[src/rtl/flash_bridge.sv]
// flash_bridge: HPS-to-fabric bridge for schedule, change-queue and tick handshakes
module flash_bridge #(
    parameter int PID_W    = 16,
    parameter int PRI_W    = 8,
    parameter int TYPE_W   = 8,
    parameter int STATE_W  = 16,
    parameter int CQ_DEPTH = 4,
    localparam int CD_W    = TYPE_W + PID_W + PRI_W + STATE_W
) (
    input  logic               clk,
    input  logic               rst,
    input  logic               hps_req,
    input  logic               hps_address,
    input  logic [CD_W-1:0]    hps_change_data,
    input  logic               hps_read,
    output logic [PID_W:0]     hps_next_process,
    output logic               hps_tick_irq,
    output logic               hps_cq_full,
    output logic [7:0]         hps_drop_cnt,
    output logic               f_sched_req,
    input  logic               f_sched_grant,
    input  logic [PID_W-1:0]   f_next_process,
    input  logic               f_tick_req,
    output logic               f_tick_grant,
    output logic               f_change_req,
    input  logic               f_change_grant,
    output logic [TYPE_W-1:0] f_change_type,
    output logic [PID_W-1:0]   f_change_pid,
    output logic [PRI_W-1:0]   f_change_pri,
    output logic [STATE_W-1:0] f_change_state
);
    localparam int AW = $clog2(CQ_DEPTH);
    localparam int CW = AW + 1;

    typedef enum logic [1:0] {S_IDLE, S_REQ, S_WAIT} sched_e;
    typedef enum logic [1:0] {C_IDLE, C_REQ, C_WAIT} change_e;

    sched_e            s_q, s_d;
    change_e           c_q, c_d;
    logic              sreq_q, sreq_d;
    logic              nv_q, nv_d;
    logic [PID_W-1:0]  npid_q, npid_d;
    logic              creq_q, creq_d;
    logic [CD_W-1:0]   cword_q, cword_d;
    logic              tg_q, tg_d;
    logic              irq_q, irq_d;
    logic [7:0]        drop_q, drop_d;
    logic [AW-1:0]     wp_q, wp_d, rp_q, rp_d;
    logic [CW-1:0]     cnt_q, cnt_d;
    logic              full_q, full_d;
    logic [CD_W-1:0]   mem_q [CQ_DEPTH];
    logic [CD_W-1:0]   mem_d [CQ_DEPTH];
    logic              sched_in, chg_in, push, pop, capture, drop;

    // next-state logic for the schedule, change-queue and tick paths
    always_comb begin
        sched_in = hps_req && !hps_address;
        chg_in   = hps_req && hps_address;
        push     = chg_in && !full_q;
        pop      = (c_q == C_REQ) && f_change_grant;
        capture  = (s_q == S_REQ) && f_sched_grant;
        drop     = (sched_in && s_q != S_IDLE) || (chg_in && full_q);
        s_d      = s_q;
        sreq_d   = sreq_q;
        case (s_q)
            S_IDLE:  if (sched_in) begin s_d = S_REQ; sreq_d = 1'b1; end
            S_REQ:   if (f_sched_grant) begin s_d = S_WAIT; sreq_d = 1'b0; end
            S_WAIT:  if (!f_sched_grant) s_d = S_IDLE;
            default: begin s_d = S_IDLE; sreq_d = 1'b0; end
        endcase
        nv_d    = capture || (nv_q && !hps_read);
        npid_d  = capture ? f_next_process : npid_q;
        c_d     = c_q;
        creq_d  = creq_q;
        cword_d = cword_q;
        case (c_q)
            C_IDLE:  if (cnt_q != '0) begin c_d = C_REQ; creq_d = 1'b1; cword_d = mem_q[rp_q]; end
            C_REQ:   if (f_change_grant) begin c_d = C_WAIT; creq_d = 1'b0; end
            C_WAIT:  if (!f_change_grant) c_d = C_IDLE;
            default: begin c_d = C_IDLE; creq_d = 1'b0; end
        endcase
        mem_d = mem_q;
        if (push) mem_d[wp_q] = hps_change_data;
        wp_d   = wp_q + AW'(push);
        rp_d   = rp_q + AW'(pop);
        cnt_d  = cnt_q + CW'(push) - CW'(pop);
        full_d = cnt_d == CW'(CQ_DEPTH);
        // the four-phase tick grant simply echoes the request one cycle later
        tg_d   = f_tick_req;
        irq_d  = (f_tick_req && !tg_q) ? 1'b1 : (hps_read && !f_tick_req && !tg_q) ? 1'b0 : irq_q;
        drop_d = (drop && drop_q != 8'hFF) ? drop_q + 8'd1 : drop_q;
    end

    // state registers; reset abandons any handshake and empties the queue
    always_ff @(posedge clk) begin
        if (rst) begin
            s_q     <= S_IDLE;
            c_q     <= C_IDLE;
            sreq_q  <= 1'b0;
            nv_q    <= 1'b0;
            npid_q  <= '0;
            creq_q  <= 1'b0;
            cword_q <= '0;
            tg_q    <= 1'b0;
            irq_q   <= 1'b0;
            drop_q  <= '0;
            wp_q    <= '0;
            rp_q    <= '0;
            cnt_q   <= '0;
            full_q  <= 1'b0;
            for (int i = 0; i < CQ_DEPTH; i++) mem_q[i] <= '0;
        end else begin
            s_q     <= s_d;
            c_q     <= c_d;
            sreq_q  <= sreq_d;
            nv_q    <= nv_d;
            npid_q  <= npid_d;
            creq_q  <= creq_d;
            cword_q <= cword_d;
            tg_q    <= tg_d;
            irq_q   <= irq_d;
            drop_q  <= drop_d;
            wp_q    <= wp_d;
            rp_q    <= rp_d;
            cnt_q   <= cnt_d;
            full_q  <= full_d;
            mem_q   <= mem_d;
        end
    end

    assign hps_next_process = {nv_q, npid_q};
    assign hps_tick_irq     = irq_q;
    assign hps_cq_full      = full_q;
    assign hps_drop_cnt     = drop_q;
    assign f_sched_req      = sreq_q;
    assign f_tick_grant     = tg_q;
    assign f_change_req     = creq_q;
    assign f_change_type    = cword_q[TYPE_W-1:0];
    assign f_change_pid     = cword_q[TYPE_W +: PID_W];
    assign f_change_pri     = cword_q[TYPE_W+PID_W +: PRI_W];
    assign f_change_state   = cword_q[TYPE_W+PID_W+PRI_W +: STATE_W];
endmodule
[config.mk]
export PLATFORM = sky130hd
export DESIGN_NAME = flash_bridge
export DESIGN_NICKNAME = d
export VERILOG_FILES = /design/src/rtl/flash_bridge.sv
export SDC_FILE = /design/constraint.sdc
export NUM_CORES = 1
export LEC_CHECK = 0
export BUFFER_PORTS_ARGS = -buffer_cell sky130_fd_sc_hd__buf_2
export CAP_MARGIN = 10
export CORE_AREA = 2 2 137 139
export DETAILED_ROUTE_END_ITERATION = 6
export DIE_AREA = 0 0 139 141
export PLACE_DENSITY = 0.92
export SKIP_LAST_GASP = 1
export SLEW_MARGIN = 40
export SYNTH_ARGS = -nofsm -noshare
export SYNTH_HDL_FRONTEND = slang
export SYNTH_SLANG_ARGS = --single-unit
[constraint.sdc]
create_clock -name clk -period 3 [get_ports clk]
set_input_delay 0.15 -clock clk [delete_from_list [all_inputs] [get_ports clk]]
set_output_delay 0.15 -clock clk [all_outputs]
set_load 0.005 [all_outputs]
# Yosys cells after proc, flatten, opt, wreduce, memory -nomap -nowiden
# Index checks and enable logic that the tools add are counted.
[totals] wordCells=94 memories=0 ramBits=0 regBits=281 latch_bits=0 romBits=0 out_inout_bits=78 in_bits=72
[op_classes] muxes=22 bitwise=4 order_cmp=3 add_sub_neg=5 n_eq_ne=12 n_reduce_logical=30 div=0 multipliers=0 n_shift=0
[ops] cell="bitwise mux 192 bit" count=1
[ops] cell="2-to-1 mux 48 bit" count=3
[ops] cell="binary-select mux 48 bit (select 2 bit)" count=1
[ops] cell="demux 48 bit (select 2 bit)" count=1
[ops] cell="logical AND 1 bit" count=13
[ops] cell="2-to-1 mux 2 bit" count=6
[ops] cell="inequality test 2 bit, second input constant" count=6
[ops] cell="one-hot mux 2 bit (3 select lines)" count=2
[ops] cell="AND reduction 3 bit" count=4
[ops] cell="adder 8 x 1 -> 8 bit, second input constant" count=1
[ops] cell="inequality test 8 bit, second input constant" count=1
[ops] cell="greater-or-equal comparator 3 bit, second input constant" count=2
[ops] cell="2-to-1 mux 1 bit" count=6
[ops] cell="inverter 2 -> 3 bit" count=2
[ops] cell="one-hot mux 1 bit (3 select lines)" count=2
[ops] cell="logical NOT 1 bit" count=5
[ops] cell="adder 2 x 1 -> 2 bit" count=2
[ops] cell="== test 2 x 1 -> 1 bit, second input constant" count=2
[ops] cell="== test 2 bit, second input constant" count=2
[ops] cell="logical NOT 2 bit" count=2
[ops] cell="nonzero test 2 bit" count=2
[ops] cell="adder 3 x 1 -> 3 bit" count=1
[ops] cell="== test 3 bit, second input constant" count=1
[ops] cell="< comparator 3 x 1 -> 1 bit, second input constant" count=1
[ops] cell="other kinds (5)" count=7

# Logic depth before layout (Yosys ltp)
# Gate-level depths: netlist (run 1).
[logic_depth] depth_word=6 mapped_depth=8 depth_no_buf=7

# Worst setup path after synthesis (run 1)
# OpenSTA, ideal clock, no wires.
[synth_path] path_kind="reg2reg" start="register c_q[1]" end="register full_q (netlist: hps_cq_full)" setup_slack_ns=1.134 arrival_time_ns=1.734 period_less_slack_ns=1.866 required_time_ns=2.869 path_stages_with_launch=9 setup_time_ns=0.131 n_path_buf=1 cell_sequence="dfxtp_1 and3b_1 clkbuf_1 xnor2_1 ha_1 fa_1 xnor2_1 xnor2_1 nor4_1"
[synth_via] elab_chain_len=4
[synth_lines] element="from (decl)" line_no="39" source="change_e c_q, c_d;"
[synth_lines] element="from (signal assigned)" line_no="98" source="c_q <= C_IDLE;"
[synth_lines] element="from (signal assigned)" line_no="114" source="c_q <= c_d;"
[synth_lines] element="== test 2 x 1 -> 1 bit" line_no="60" source="pop = (c_q == C_REQ) && f_change_grant;"
[synth_lines] element="logical AND 1 bit" line_no="60"
[synth_lines] element="subtractor 3 x 1 -> 3 bit" line_no="86" source="cnt_d = cnt_q + CW'(push) - CW'(pop);"
[synth_lines] element="== test 3 bit" line_no="87" source="full_d = cnt_d == CW'(CQ_DEPTH);"
[synth_lines] element="to (signal assigned)" line_no="126" source="full_q <= full_d;"
[synth_lines] element="to (decl)" line_no="50" source="logic full_q, full_d;"
# No other way between the ends.
# A chain may end at the register's enable or synchronous reset.

# Worst setup path after layout (run 1)
[layout_path] start="register wp_q[1]" end="register mem_q[49] in the netlist's numbering"
[layout_via] elab_chain_len=6 elab_cells_between_ends=7 classes_between="2 x order compare; 3 x mux; 1 x bitwise; 1 x reduce/logical"
[layout_lines] element="from (decl)" line_no="48" source="logic [AW-1:0] wp_q, wp_d, rp_q, rp_d;"
[layout_lines] element="from (signal assigned)" line_no="123" source="wp_q <= wp_d;"
[layout_lines] element="inverter 2 -> 3 bit (not written as such) *" line_no="83" source="if (push) mem_d[wp_q] = hps_change_data;"
[layout_lines] element="greater-or-equal comparator 3 bit (not written as such) / < comparator 3 x 1 -> 1 bit (equally long branches)" line_no="83"
[layout_lines] element="logical AND 1 bit (not written as such)" line_no="83"
[layout_lines] element="2-to-1 mux 48 bit (not written as such)" line_no="83"
[layout_lines] element="demux 48 bit (select 2 bit) *" line_no="83"
[layout_lines] element="bitwise mux 192 bit *" line_no="83"
[layout_lines] element="to (signal assigned)" line_no="127" source="mem_q <= mem_d;"
[layout_lines] element="to (decl)" line_no="51" source="logic [CD_W-1:0] mem_q [CQ_DEPTH];"
# Mark *: on every way between the ends. The rest lies on a longest branch, timed or not.

==> results.yml, run 1 <==
power:
  p_int_mw: 6.36
  ir_worst_vdd_uv: 575
  power.density_nw_per_um2: 677
  seqPwrFrac_pct: 45.7
  p_switching_mw: 2.71
  p_leak_nw: 4.86
  comb_power_share_pct: 19.1
  power_frac_clock_pct: 35.2
  p_sw_share_pct: 29.9
worst_setup_path:
  critPathMaxFanout: 20
  cp-end-kind: "register"
  arrival_ns: 2.54
  critPathLaunchType: "register"
  crit_type: "register to register"
  ff2ff_setup_slack_ns: 0.91
  cp.required_ns: 3.45
yosys:
  syn_area_um2: 11100
  synthTopCellsByCount: "nand2_1, dfxtp_1, a21oi_1, clkbuf_1, mux4_2"
  syn_inst: 1295
  synth_top_area_share_pct: 50.9
  synth-seq-cells: 281
  synth_flop_cell: "dfxtp_1"
  synthArstFlopShare_pct: 0
  synth.area.top_cells: "dfxtp_1, nand2_1, a21oi_1, mux4_2, clkbuf_1"
  synth_edf_count: 0
  synth_top_area_cell: "dfxtp_1"
  yosysSeqAreaShare_pct: 50.9
  synth.distinct_cells: 44
  avgSynthCellArea_um2: 8.54
  synth.net_count: 1371
  yosys_warnings: 0
  synthMostInstantiatedCell: "nand2_1"
sta:
  finalHoldViolCount: 0
  finalCriticalPeriod_ns: 2.09
  slew_viol_final: 0
  max_freq_mhz: 479
  period_share_pct: 69.6
  finClkSkew_ns: 0.00673
  tightest_slew_ns: 0.810
  slew_headroom_pct: 46.0
  rsz0062_at_grt: "false"
  worst_hold_slack_ns: 0.0313
  fin_setup_tns_ns: 0
  setup_viol: 0
status:
  violations: "DRC"
  status: "complete, but fails checks"
global_route:
  grt_overflow: 0
  grt_pass1_vias: 10000
  track_usage_pct: 30.4
  antenna_found_initial: 0
  grt_pass1_wl_mm: 48.9
  grt_max_degree: 108
clocking:
  cts.clk_slew.worst_paths_ns: 0.06
  worst_skew_pair.late_latency_ns: 0.53
  cts_buffer_depth: 3
  cts.sinks: 281
  cts_resized: 0
  h-tree-depth: 1
  cts_tree: "yes"
  cts_root_buf: "clkbuf_16"
  numCtsBuffers: 27
detailed_routing:
  firstDrtPassIters: 7
  vias: 10200
  drt_iter0_drc: 944
  routed_wl_mm: 31.0
  vias_per_cell: 5.91
  avgRoutedWirePerCell_um: 18.0
  drc: 4
  detail-route-antenna-nets: 0
final_layout:
  postLayoutCellArea_um2: 13400
  drive_gt1_share_pct: 18.9
  diodes: 0
  nNetsFinal: 1540
  syn2layout_area_growth_pct: 21.0
  utilization_pct: 73.3
floorplanning:
  coreArea_um2: 18300
  rows: 50
  die_w_um: 139
  start_util_pct: 60.5
  dieArea_um2: 19600
  ioPinCount: 150
  die_h_um: 141
placement:
  dpl_cell_area_um2: 11900
  detailed_place_hpwl_mm: 16.9
  numPortBuffers: 149
  gp_congestion: 0.839
flow_run:
  drv_cap: 0
min_path:
  hold_path.class: "input port to register"
-- final timing paths --
check	startpoint	end	cells past startpoint
worst max-delay path	wp_q[1]	mem_q[49]	4
worst min register to register	cword_q[25]	cword_q[25]	2
worst min-delay path	hps_address	s_q[0]	4
worst max register to register	wp_q[1]	mem_q[49]	4
-- critical path, cell delays in order (launching register included) --
cell	delay, ns
dfxtp_1	0.64
nor3b_4	0.72
buf_4	0.41
nand2_1	0.09
a21oi_1	0.15
-- power groups by stage --
stage / logic (mW) / registers (mW) / clock network [mW]
6_report: 1.73 / 4.14 / 3.19
2_1_floorplan: 1.12 / 4.14 / 0
3_3_place_gp: 1.55 / 4.20 / 0
5_1_grt: 1.85 / 4.17 / 3.38
3_5_place_dp: 1.59 / 4.21 / 0
4_1_cts: 1.68 / 4.14 / 3.21
-- state kept, by name (all words and copies together) (netlist names) --
| register | cells |
|---|---|
| npid_q | 16 |
| cword_q | 48 |
| wp_q | 2 |
| rp_q | 2 |
| nv_q | 1 |
| cnt_q | 3 |
| hps_tick_irq | 1 |
| c_q | 2 |
| mem_q | 192 |
| f_sched_req | 1 |
| f_tick_grant | 1 |
| hps_drop_cnt | 8 |
| s_q | 2 |
| f_change_req | 1 |
| hps_cq_full | 1 |
-- per-layer routing --
layer	global-route usage [%]	up-vias	part of all wire, %
li1	-	4645	-
met1	36.9	4729	37
met2	52.8	636	50
met3	4.76	141	9.3
met4	15.1	0	4.3
met5	0	-	0
-- area by class of cell --
class / instances / area, um^2
flip-flops and latches: 281 / 5630
multi-input cells: 910 / 4980
repair buffers: 240 / 1640
inverters: 4 / 15.0
clock buffers: 39 / 761
clock inverters: 11 / 70.1
fillers: 1214 / 4880
well taps: 234 / 293
-- repair_timing --
action | 4_1_cts | 5_1_grt
setup buffers | 0 | 0
hold buffers | 69 | 0
endpoints found under the hold margin | 216 | 0
setup endpoints to repair | 0 | 0
-- kinds of logic after synthesis --
family                     synth area share [%]
adders and majority gates                 0.520
buffers and inverters                      4.46
muxes                                      9.86
and+or+nand+nor                            20.8
AOI/OAI and AO/OA                          12.8
DFF                                        50.9
xor gates and xnor gates                  0.713
-- per-stage QoR --
step | worst slack, ns | power (mW) | std cells
detailed placement | 1.01 | 5.81 | 1600
global placement | 1.11 | 5.75 | 1600
CTS | 0.985 | 9.02 | 1719
floorplan | 1.13 | 5.26 | 1295
finish | 0.912 | 9.06 | 1719
global route | 0.826 | 9.40 | 1719
-- layout by cell type, fill, tap and decap left out, types with 2 or more instances in the layout --
cell type / count
buf_4: 20
clkbuf_16: 27
buf_12: 2
clkinvlp_4: 3
or3_4: 2
nand3b_1: 2
mux4_2: 48
a21oi_1: 265
or3_1: 2
nand2_1: 520
clkbuf_8: 5
and3_1: 2
nor3b_4: 2
inv_1: 3
clkinv_2: 6
buf_2: 148
nand2b_1: 3
clkbuf_1: 8
nor2_1: 10
ha_1: 3
nor3_1: 3
dfxtp_1: 279
nor3_2: 2
nor3b_1: 2
nor2b_1: 5
o21ai_0: 5
dlygate4sd3_1: 69
nand3_1: 3
xnor2_1: 7
xor2_1: 2
Power figures use the tool's default switching activity.
==> inputs of run 2 (changes only) <==
--- a/config.mk
+++ b/config.mk
@@ -7,10 +7,10 @@
 export LEC_CHECK = 0
 export BUFFER_PORTS_ARGS = -buffer_cell sky130_fd_sc_hd__buf_2
 export CAP_MARGIN = 10
-export CORE_AREA = 2 2 137 139
+export CORE_AREA = 2 2 143 145
 export DETAILED_ROUTE_END_ITERATION = 6
-export DIE_AREA = 0 0 139 141
-export PLACE_DENSITY = 0.92
+export DIE_AREA = 0 0 145 147
+export PLACE_DENSITY = 0.86
 export SKIP_LAST_GASP = 1
 export SLEW_MARGIN = 40
 export SYNTH_ARGS = -nofsm -noshare
==> constraint.sdc (replaced) <==
create_clock -name clk -period 2.01 [get_ports clk]
set_input_delay 0.1005 -clock clk [delete_from_list [all_inputs] [get_ports clk]]
set_output_delay 0.1005 -clock clk [all_outputs]
set_load 0.005 [all_outputs]
==> run 2 against run 1 <==
The flow now finishes without violations. Power up 58%. Clock power up 70%. Non-clock buffer count up 10. Critical path depth up 3. Sequential cell count unchanged. Clock skew up 0.014 ns. Routed wire length down 3.6%. Via count down 2.1%. First-iteration DRC count down 10%. Design area up 3.0%. Clock-buffer cell count up 3. Largest power group unchanged.
==> results.yml, run 2 (same netlist as run 1, synthesis figures left out) <==
worst_setup_path:
  cp.required_ns: 2.41
  cpPeakStageDelay_ns: 0.38
  cp-end-kind: "register"
  arrival_ns: 2.23
  critical-path-top-delay-family: "buffers and inverters"
  critPathMaxFanout: 17
  path_cells: "nand3b_4 > buf_4 > inv_2 > nand3b_1 > buf_4 > nand2_1 > a21oi_1"
  cp_slowest_cell: "buf_4"
  crit_type: "register to register"
  worst_path_most_repeated_cell: "buf_4"
  cp.buffers_inverters: 3
  critPathLaunchType: "register"
detailed_routing:
  drt_iter0_drc: 845
  detail-route-antenna-nets: 0
  met1_length_mm: 11.9
  dr_wl_met2_mm: 15.0
  wl_met3_mm: 2.19
  vias: 9942
  drc: 0
  avgRoutedWirePerCell_um: 16.9
  firstDrtPassIters: 5
  vias_per_cell: 5.62
  routed_wl_mm: 29.9
  top_layer: "met4"
sta:
  finalCriticalPeriod_ns: 1.83
  max_freq_mhz: 547
  setup_viol: 0
  tightest_slew_ns: 0.507
  worst_hold_slack_ns: 0.349
  period_share_pct: 90.9
  slew_viol_final: 0
  worst_slack_ns: 0.183
  finClkSkew_ns: 0.0205
  fin_setup_tns_ns: 0
  finalHoldViolCount: 0
  slew_headroom_pct: 66.2
  rsz0062_at_grt: "false"
placement:
  pre_cts_ws_ns: 0.0956
  detailed_place_hpwl_mm: 16.8
  numPortBuffers: 149
  gp_congestion: 0.784
clocking:
  worst_skew_pair.late_latency_ns: 0.54
  cts_buffer_depth: 3
  cts_tree: "yes"
  cts.clk_slew.worst_paths_ns: 0.06
  numCtsBuffers: 28
  cts_root_buf: "clkbuf_16"
  h-tree-depth: 1
  cts.sinks: 281
global_route:
  antenna_found_initial: 1
  grt_pass1_wl_mm: 48.5
  track_usage_pct: 27.3
  grt_max_degree: 86
  grt_pass1_vias: 9913
  grt_overflow: 0
power:
  seqPwrFrac_pct: 43.1
  comb_power_share_pct: 19.0
  power.density_nw_per_um2: 1040
  p_sw_share_pct: 28.4
  p_leak_nw: 5.03
  power_frac_clock_pct: 38.0
  ir_worst_vdd_uv: 1030
  p_switching_mw: 4.05
  p_int_mw: 10.2
final_layout:
  drive_gt1_share_pct: 19.6
  layout_common_cells: "nand2_1, dfxtp_1, a21oi_1"
  utilization_pct: 69.5
  layout_commonest_cell: "nand2_1"
  nNetsFinal: 1551
  largest-register: "mem_q"
  reg_top3: "mem_q x192, cword_q x48, npid_q x16"
  syn2layout_area_growth_pct: 24.7
  largest_register_ffs: 192
flow_run:
  drv_cap: 0
floorplanning:
  start_util_pct: 55.7
  die_h_um: 147
  rows: 52
  dieArea_um2: 21300
  coreArea_um2: 19800
  die_w_um: 145
  ioPinCount: 150
min_path:
  hold_path.class: "input port to register"
status:
  status: "finished clean"
-- run 2: metrics by stage --
stage / cells / total power, mW / area, um^2
6_report: 1768 / 14.3 / 13800
5_1_grt: 1768 / 14.8 / 13800
4_1_cts: 1767 / 14.3 / 13800
3_5_place_dp: 1644 / 8.81 / 12100
3_3_place_gp: 1644 / 8.73 / 12100
2_1_floorplan: 1295 / 7.85 / 11100
-- run 2: path summary, 6_finish.rpt --
kind / from / end / slack [ns] / cells past startpoint
worst max-delay path: hps_cq_full / mem_q[102] / 0.18 / 7
worst min-delay path: f_next_process[6] / npid_q[6] / 0.35 / 4
worst min register to register: mem_q[13] / mem_q[13] / 0.45 / 2
worst max register to register: hps_cq_full / mem_q[102] / 0.18 / 7
-- run 2: worst reg2reg max path, cell delays in order (launching register included) --
cell,delay [ns]
dfxtp_1,0.31
nand3b_4,0.17
buf_4,0.18
inv_2,0.10
nand3b_1,0.37
buf_4,0.38
nand2_1,0.12
a21oi_1,0.07
-- run 2: repair_timing --
item	in CTS	in global routing
setup buffers	0	0
hold buffers	71	0
setup endpoints to repair	0	2
endpoints found under the hold margin	217	0
gates resized for setup	0	2
-- run 2: power by group through the flow --
stage / Sequential [mW] / Clock (mW) / Combinational [mW]
final: 6.15 / 5.42 / 2.71
after global routing: 6.19 / 5.70 / 2.92
after CTS: 6.14 / 5.47 / 2.67
after detailed placement: 6.26 / 0 / 2.55
after global placement: 6.23 / 0 / 2.50
after floorplan: 6.17 / 0 / 1.68
-- run 2: layer usage --
layer	GRT usage [%]	vias to the layer above
li1	-	4666
met1	34.0	4756
met5	0	-
met3	4.38	80
met2	48.8	440
met4	9.06	0
-- run 2: cell type report --
| cell class | count | area, um^2 |
|---|---|---|
| Fill cell | 1392 | 6050 |
| Clock buffer | 42 | 845 |
| Clock inverter | 10 | 129 |
| Multi-Input combinational cell | 910 | 4980 |
| Tap cell | 270 | 338 |
| Sequential cell | 281 | 5630 |
| Antenna cell | 1 | 2.50 |
| Inverter | 4 | 15.0 |
| Timing Repair Buffer | 250 | 1850 |
==> inputs of run 3 (changes only) <==
--- a/config.mk
+++ b/config.mk
@@ -8,6 +8,7 @@
 export BUFFER_PORTS_ARGS = -buffer_cell sky130_fd_sc_hd__buf_2
 export CAP_MARGIN = 10
 export CORE_AREA = 2 2 143 145
+export CTS_BUF_LIST = sky130_fd_sc_hd__clkbuf_4 sky130_fd_sc_hd__clkbuf_8 sky130_fd_sc_hd__clkbuf_16
 export DETAILED_ROUTE_END_ITERATION = 6
 export DIE_AREA = 0 0 145 147
 export PLACE_DENSITY = 0.86
==> run 3 against run 2 <==
Final cell count did not move. Sequential cell count is the same. Global-route usage up 0.071 points. Largest power group unchanged. Utilization is 0.11 points higher. Die area stayed put. Clock power rose by 1%. Maximum frequency fell by 0.89%. First-iteration DRC count fell by 12%. Non-clock buffer count stayed put. Sequential power barely moved.
==> results.yml, run 3 (same netlist as run 1, synthesis figures left out) <==
worst_setup_path:
  critPathLaunchType: "register"
  crit_type: "register to register"
  critPathMaxFanout: 15
  cp.required_ns: 2.41
  r2r.worst_path.cells: 7
  arrival_ns: 2.24
  cp-end-kind: "register"
  cp_slowest_cell: "buf_4"
  worst_path_most_repeated_cell: "buf_4"
  cpPeakStageDelay_ns: 0.38
  path_cells: "nand3b_4 > buf_4 > inv_2 > nand3b_1 > buf_4 > nand2_1 > a21oi_1"
final_layout:
  nFillCells: 1387
  largest-register: "mem_q"
  layout_common_cells: "nand2_1, dfxtp_1, a21oi_1"
  largest_register_ffs: 192
  postLayoutCellArea_um2: 13800
  layout_commonest_cell: "nand2_1"
  syn2layout_area_growth_pct: 24.9
  reg_top3: "mem_q x192, cword_q x48, npid_q x16"
  drive_gt1_share_pct: 20.0
  nNetsFinal: 1551
sta:
  max_freq_mhz: 543
  tightest_slew_ns: 0.505
  fin_setup_tns_ns: 0
  slew_headroom_pct: 66.3
  rsz0062_at_grt: "false"
  finalHoldViolCount: 0
  slew_viol_final: 0
  setup_viol: 0
  period_share_pct: 91.7
  finClkSkew_ns: 0.0183
  finalCriticalPeriod_ns: 1.84
floorplanning:
  start_util_pct: 55.7
  dieArea_um2: 21300
  coreArea_um2: 19800
  rows: 52
  ioPinCount: 150
  die_w_um: 145
  die_h_um: 147
clocking:
  h-tree-depth: 1
  cts_buffer_depth: 3
  worst_skew_pair.late_latency_ns: 0.54
  cts_root_buf: "clkbuf_16"
  numCtsBuffers: 28
  cts.sinks: 281
  cts.clk_slew.worst_paths_ns: 0.06
  cts_tree: "yes"
global_route:
  met2_usage_pct: 49.2
  grt_pass1_wl_mm: 48.5
  track_usage_pct: 27.4
  grt_use_met3_pct: 4.22
  grt_pass1_vias: 9911
  busiest_layer: "met2"
  grtUsageMet1_pct: 34.0
  grt_max_degree: 86
  antenna_found_initial: 1
  grt_overflow: 0
min_path:
  hold_path.class: "input port to register"
  hold_path_depth: 4
power:
  ir_worst_vdd_uv: 1030
  total_power_mw: 14.4
  p_leak_nw: 5.05
  power.density_nw_per_um2: 1040
placement:
  detailed_place_hpwl_mm: 16.8
  dpl_cell_area_um2: 12100
  gp_congestion: 0.784
  numPortBuffers: 149
detailed_routing:
  detail-route-antenna-nets: 0
  vias_per_cell: 5.66
  routed_wl_mm: 30.2
  avgRoutedWirePerCell_um: 17.1
  drc: 0
  vias: 10000
  drt_iter0_drc: 747
  firstDrtPassIters: 5
status:
  status: "finished clean"
flow_run:
  drv_cap: 0
-- run 3: cell counts in the layout (fill, tap and decap cells not counted) --
Identical to the previous run, type by type.
-- run 3: area by class of cell --
| type | instances | area [um^2] | area share (%) |
|---|---|---|---|
| well taps | 270 | 338 | 2.45 |
| multi-input cells | 910 | 4980 | 36.0 |
| inverters | 4 | 15.0 | 0.109 |
| flip-flops and latches | 281 | 5630 | 40.8 |
| diodes | 1 | 2.50 | 0.0181 |
| repair buffers | 250 | 1850 | 13.4 |
| clock inverters | 10 | 129 | 0.933 |
| clock buffers | 42 | 867 | 6.28 |
-- run 3: final timing paths --
path | to | start | slack [ns]
setup / recovery | mem_q[111] | hps_cq_full | 0.17
hold / removal | npid_q[6] | f_next_process[6] | 0.35
setup reg to reg | mem_q[111] | hps_cq_full | 0.17
hold reg to reg | mem_q[13] | mem_q[13] | 0.45
-- run 3: per-stage QoR --
stage / util (%) / instances / hold slack, ns / setup slack (ns)
detailed placement: 61.0 / 1644 / 0.335 / 0.0956
global route: 69.6 / 1768 / 0.359 / 0.0643
CTS: 69.6 / 1767 / 0.315 / 0.0776
global placement: 61.0 / 1644 / 0.331 / 0.163
finish: 69.6 / 1768 / 0.349 / 0.167
floorplan: - / 1295 / 0.229 / 0.144
-- run 3: per-layer routing --
metal	wire length [um]	vias up	part of all wire, %
li1	-	4661	-
met1	11800	4792	39
met2	15200	487	51
met3	2350	72	7.8
met4	767	0	2.5
met5	0	-	0
-- run 3: critical path, delay by kind of cell (launching register included) --
family	cells	cell delay (ns)
simple gates	3	0.64
buf+inv	3	0.66
flops	1	0.31
compound gates	1	0.08
-- run 3: where the power goes --
part | internal [mW] | leakage, nW | switching (mW)
logic | 1.04 | 2.27 | 1.68
clock network | 3.36 | 0.505 | 2.13
registers | 5.90 | 2.27 | 0.248
total | 10.3 | 5.05 | 4.06
-- run 3: what timing repair did --
| item | 4_1_cts | 5_1_grt |
|---|---|---|
| setup buffers | 0 | 0 |
| endpoints found under the setup margin | 0 | 2 |
| hold endpoints to repair | 217 | 0 |
| hold buffers | 71 | 0 |
| gates resized for setup | 0 | 2 |
